$ cat src/rtl/stream_arbiter.sv
// stream_arbiter: round-robin, packet-locked arbiter sharing one valid/ready stream between PORTS requesters
module stream_arbiter #(
  parameter int WIDTH = 32,
  parameter int PORTS = 4,
  localparam int PW = (PORTS > 1) ? $clog2(PORTS) : 1
) (
  input  logic                   clk,
  input  logic                   reset_n,
  input  logic [PORTS-1:0]       in_valid,
  output logic [PORTS-1:0]       in_ready,
  input  logic [PORTS*WIDTH-1:0] in_data,
  input  logic [PORTS-1:0]       in_last,
  output logic                   out_valid,
  input  logic                   out_ready,
  output logic [WIDTH-1:0]       out_data,
  output logic                   out_last,
  output logic [PW-1:0]          out_port
);
  typedef enum logic {IDLE, LOCKED} state_t;
  state_t state, state_nx;
  logic [PW-1:0] grant, grant_nx, rr_ptr, rr_nx, pick, sec_port;
  logic [WIDTH-1:0] sec_data, acc_data;
  logic sec_last, acc_last, buf_ready, push, pop;
  logic [1:0] count, count_nx;

  // first requesting port at or after rr_ptr, wrapping at PORTS-1; lowest offset wins
  always_comb begin
    pick = rr_ptr;
    for (int i = PORTS - 1; i >= 0; i--)
      if (in_valid[PW'((int'(rr_ptr) + i) % PORTS)]) pick = PW'((int'(rr_ptr) + i) % PORTS);
  end

  // lock onto a requester in IDLE, release after its last beat is accepted
  always_comb begin
    state_nx = state;
    grant_nx = grant;
    rr_nx = rr_ptr;
    in_ready = '0;
    if (state == LOCKED) in_ready[grant] = buf_ready;
    push = (state == LOCKED) && in_valid[grant] && buf_ready;
    acc_data = in_data[int'(grant)*WIDTH +: WIDTH];
    acc_last = in_last[grant];
    if (state == IDLE && |in_valid) begin
      state_nx = LOCKED;
      grant_nx = pick;
    end
    if (push && acc_last) begin
      state_nx = IDLE;
      rr_nx = PW'((int'(grant) + 1) % PORTS);
    end
  end

  assign pop = out_valid && out_ready;
  assign count_nx = count + {1'b0, push} - {1'b0, pop};

  // arbitration state
  always_ff @(posedge clk or negedge reset_n) begin
    if (!reset_n) begin
      state <= IDLE;
      grant <= '0;
      rr_ptr <= '0;
    end else begin
      state <= state_nx;
      grant <= grant_nx;
      rr_ptr <= rr_nx;
    end
  end

  // two-entry buffer: head drives the outputs, second entry absorbs the beat accepted while the head stalls
  always_ff @(posedge clk or negedge reset_n) begin
    if (!reset_n) begin
      count <= '0;
      out_valid <= 1'b0;
      buf_ready <= 1'b1;
      out_data <= '0;
      out_last <= 1'b0;
      out_port <= '0;
      sec_data <= '0;
      sec_last <= 1'b0;
      sec_port <= '0;
    end else begin
      count <= count_nx;
      out_valid <= count_nx != 2'd0;
      buf_ready <= count_nx != 2'd2;
      if (count == 2'd2 && pop) begin
        out_data <= sec_data;
        out_last <= sec_last;
        out_port <= sec_port;
      end else if (push && (count == 2'd0 || pop)) begin
        out_data <= acc_data;
        out_last <= acc_last;
        out_port <= grant;
      end else if (push) begin
        sec_data <= acc_data;
        sec_last <= acc_last;
        sec_port <= grant;
      end
    end
  end
endmodule
$ cat config.mk
export PLATFORM = sky130hd
export DESIGN_NAME = stream_arbiter
export DESIGN_NICKNAME = d
export VERILOG_FILES = /design/src/rtl/stream_arbiter.sv
export SDC_FILE = /design/constraint.sdc
export NUM_CORES = 1
export LEC_CHECK = 0
export ABC_CLOCK_PERIOD_IN_PS = 3300
export BUFFER_PORTS_ARGS = -buffer_cell sky130_fd_sc_hd__buf_4
export CAP_MARGIN = 15
export CELL_PAD_IN_SITES_DETAIL_PLACEMENT = 0
export CELL_PAD_IN_SITES_GLOBAL_PLACEMENT = 2
export CORE_UTILIZATION = 34
export CTS_BUF_LIST = sky130_fd_sc_hd__clkbuf_16
export DETAILED_ROUTE_END_ITERATION = 16
export GPL_TIMING_DRIVEN = 0
export PLACE_DENSITY_LB_ADDON = 0.1
export SETUP_SLACK_MARGIN = 0.2
export SYNTH_ARGS = -nofsm -noshare
export SYNTH_HDL_FRONTEND = slang
export SYNTH_SLANG_ARGS = --single-unit
$ cat constraint.sdc
create_clock -name clk -period 3.3 [get_ports clk]
set_clock_uncertainty 0.05 [all_clocks]
set_input_delay 0.66 -clock clk [delete_from_list [all_inputs] [get_ports clk]]
set_output_delay 0.66 -clock clk [all_outputs]
set_load 0.01 [all_outputs]
# Yosys cells after proc, flatten, opt, wreduce, memory -nomap -nowiden
# Index checks and enable logic that the tools add are counted.
# classes
addsub,6
multipliers,0
n_div,0
order_cmp,6
eq_ne,2
n_shift,1
n_mux,31
bitwise_logic,4
reduce_logical,15
# op_table
operator,n
indexed part select 128 x 8 -> 32 bit,1
2-to-1 mux 32 bit,2
less-than comparator 2 x 4 -> 1 bit (second input constant),4
2-to-1 mux 1 bit,15
binary-select mux 1 bit (select 2 bit),6
2-to-1 mux 2 bit,6
logical AND 1 bit,8
nonzero test 2 bit,3
adder 2 x 1 -> 2 bit (second input constant),2
adder 2 bit (second input constant),2
bitwise AND 4 bit,1
2-to-1 mux 4 bit,1
OR reduction 4 bit,1
less-than comparator 2 x 3 -> 1 bit (second input constant),1
NOT 1 bit,3
AND reduction 3 bit,1
adder 2 x 1 -> 2 bit,1
demux 1 bit (select 2 bit),1
== test 2 bit (second input constant),1
greater-or-equal comparator 2 x 1 -> 1 bit (second input constant),1
logical NOT 2 bit,1
inequality test 2 bit (second input constant),1
subtractor 2 x 1 -> 2 bit,1
logical OR 1 bit,1
# word_totals
regBits,79
latchBits,0
ramBits,0
mem_bits_ro,0
input_bits,139
out_inout_bits,40
n_memories,0

# Logic depth before layout (Yosys ltp)
# depth
depth_word,8
ltp_mapped,8
ltp_nobuf,8

# Worst setup path after synthesis
# Ideal clock, no wire load.
# synth_timing
kind,flip-flop to output port
from,reg grant[1]
to,out in_ready[1]
t_arrival_ns,1.315
required_time_ns,2.590
setup_slack_ns,1.275
path_stages_with_launch,6
n_path_buf,2
path_cell_list,dfrtp_1 > buf_4 > clkbuf_1 > inv_1 > ha_1 > and3_1
# synth_between
elab_chain_cells,6
word_cells_on_any_way,7
# synth_lines
element,line_no,text
from (decl),21,"logic [PW-1:0] grant, grant_nx, rr_ptr, rr_nx, pick, sec_port;"
from (signal assigned),64,grant <= grant_nx;
less-than comparator 2 x 3 -> 1 bit (implied by the code) / greater-or-equal comparator 2 x 1 -> 1 bit (equally long branches),39,if (state == LOCKED) in_ready[grant] = buf_ready;
logical AND 1 bit (implied by the code),39,
2-to-1 mux 1 bit (implied by the code),39,
demux 1 bit (select 2 bit) *,39,
bitwise AND 4 bit (no source line) *,-,
2-to-1 mux 4 bit *,39,
to (decl),10,"output logic [PORTS-1:0] in_ready,"
# Every way passes the cells marked *; elsewhere a longest branch is shown, timed or not.

# Worst setup path in the final report
# Ends and elaborated chain as after synthesis.

==> results.md <==
- Post-Route M1 WL: 4566 um
- Vias per std cell: 4.933
- Final #Nets: 623
- Drt wl/cell: 16.26 um
- Synthesis-stage register bit count: 79
- H-tree depth: 3
- Cells after synthesis: 289
- Post-DP Area: 5998 um^2
- Post-route design area: 6279 um^2
- CTS clk-pin slew, worst paths: 0.06 ns
- Hold_buf cts: 0
- Initial DRC Count: 79
- Syn nets: 434
- Num ports: 179
- WL final: 10650 um
- Arr. time, crit path: 2.16 ns
- Die H: 116.4 um
- Synth async-reset ratio: 1.000
- Full die area: 13540 um^2
- Power density cells: 923.5 nW/um^2
- Status: finished clean
- Seq/Total Area, Yosys: 0.4449
- Fin. Hold Viols: 0
- Grt total ovfl: 0
- Slew margin rel.: 0.3192
- Setup Viol. Count Final: 0
- FF/Latch Area: 1978 um^2
- Worst endpoint required time: 2.59 ns
- Ys Warns: 0
- Uppermost layer routed: met4
- Largest net degree at the start of global routing: 80
- Setup Fix Bufs, Post-CTS: 0
- Max FO, Critical Path: 10
- Multi-input gate area: 2293 um^2
- Critical path capture point type: output pin
- Setup crit start: grant[1]
- Die Wd: 116.4 um
- Number of detailed-route iterations in the first pass: 4
- Antenna cells: 0
- Sink Count: 79
- Starting density of the core: 0.3509
- Post-synth EDFFs: 0
- Area contributors post-synth: dfrtp_1 44%, mux2_2 26%, mux4_2 16%
- Peak VDD IR: 0.0004186 V
- Post-detail-place hpwl: 8034 um
- Crit path to: in_ready[1]
- Total GRT Usage: 0.1690
- Max frequency: 0.3488 GHz
- Vias in the first global route: 3373
- R2R Path Start: grant[1]
- Reg-to-Reg End: out_data[13]
- Met2 WL post-DR: 5258 um
- Setup_tns: 0 ns
- Filler Cell Count: 1157
- Commonest cells in the netlist: 103 x mux2_2, 78 x dfrtp_1, 31 x mux4_2
- Final Cycle Share: 0.8687
- Leakage: 0.002878 uW
- Worst Tran Pin Value: 1.021 ns
- CTS root buf: clkbuf_16
- Global-route wire length before repair: 17080 um
- Max-cap viol count: 0
- Detail Route Antenna Nets: 0
- Post-cts resize count: 0
- CTS tree: yes
- Area of the mapped netlist: 4447 um^2
- Post-synth top flop: dfrtp_1
- Max Slew Vio Count: 0
- Num CTS Buffers: 9
- Share of cells above drive strength 1: 0.7081
- Worst R2R Path Depth: 5
- CP startpoint kind: flip-flop
- Dominant cell type by area after synthesis: dfrtp_1
- IO Port Bufs: 178
- Mean Syn Cell Area: 15.39 um^2
- Met3 WL: 651 um
- CP Class: reg -> out
- Crit path time final: 2.867 ns
- DRC violations left: 0
- Via count: 3231
- Area share of the largest cell type after synthesis: 0.4389
- Core Region: 12670 um^2
- Clk buf depth: 2
- Antenna violations before repair: 0
- Row Count: 41
- RSZ-0062 raised after global routing: no
- Area Overhead vs Synth: 41.19%
- Distinct cell type count after synthesis: 36
- R2r setup slk: 1.02 ns
- Routability Congestion: 0.7463
- Insertion delay to the later sink of the worst-skew pair: 0.34 ns
- Most common cell in the synthesized netlist: mux2_2
- Worst hold path class: in -> async
-- critical path, cell delays in order, from the launching register on --
cell and delay [ns]:
dfrtp_1 0.40, buf_4 0.23, clkbuf_1 0.52, inv_1 0.18, ha_1 0.22, and3_1 0.14
buf_4 0.14
-- routing by layer --
| layer | vias to the layer above | GRT usage |
|---|---|---|
| li1 | 1485 | - |
| met1 | 1633 | 0.2072 |
| met2 | 101 | 0.2868 |
| met3 | 12 | 0.04048 |
| met4 | 0 | 0.06667 |
| met5 | - | 0 |
-- power by group --
group          switching (uW)  internal [uW]
Combinational            1250           1850
Clock                     371            572
Sequential                269           1490
Total                    1890           3910
-- cells in the final DEF (no fill, tap or decap), types with 2 or more instances in the layout --
master,netlist,routed
a21oi_1,2,2
buf_8,2,2
mux4_2,31,31
and3_1,4,4
clkinv_1,0,3
dfrtp_1,78,78
clkbuf_1,5,5
mux2_2,103,103
inv_1,8,9
nor2_1,2,2
mux2_1,3,3
buf_6,5,5
mux4_1,2,2
clkbuf_16,0,9
nor2b_1,3,3
buf_2,2,2
buf_4,4,182
ha_1,6,6
nand2_1,4,4
mux2i_1,3,3
o21ai_0,4,4
nand2b_1,2,2
clkinv_2,0,2
-- cell families after synthesis --
group,count (synthesis),synth area share
flip-flops,79,0.4449
buffers and inverters,26,0.03939
adder cells (fa/ha/maj),6,0.01688
AND/OR/NAND/NOR,21,0.02870
XOR/XNOR,2,0.003940
multiplexers,142,0.4440
AO/OA/AOI/OAI,13,0.02223
-- stage by stage --
step	setup WS, ns	instances	hold slack [ns]	util	total power [uW]
after floorplan	1.275	289	0.3144	-	3912
after global placement	0.7617	639	0.4310	0.4734	4870
after detailed placement	0.7749	639	0.4380	0.4734	4937
after CTS	0.4062	655	0.4515	0.4955	5915
after global routing	0.2568	655	0.4600	0.4955	6269
final	0.4333	655	0.4400	0.4955	5798
-- registers in the layout, summed over array words and instances (netlist names) --
name	flops
buf_ready	1
count	2
grant	2
out_data	32
out_last	1
out_port	2
out_valid	1
rr_ptr	2
sec_data	32
sec_last	1
sec_port	2
state	1
-- how the worst min path moves through the flow --
stage	from	endpoint
floorplan	reset_n	count[0]
global placement	out_data[31]	out_data[31]
detailed placement	out_port[1]	out_port[1]
CTS	out_port[1]	out_port[1]
global route	sec_data[18]	sec_data[18]
finish	reset_n	out_data[21]
-- final cells by class --
| type | instances | area share |
|---|---|---|
| multi-input combinational | 184 | 0.3653 |
| sequential | 79 | 0.3151 |
| timing repair buffer | 178 | 0.2128 |
| clock buffer | 9 | 0.03587 |
| tap | 172 | 0.03428 |
| buffer | 18 | 0.02312 |
| clock inverter | 7 | 0.008768 |
| inverter | 8 | 0.004783 |
(Power assumes the default switching activity.)
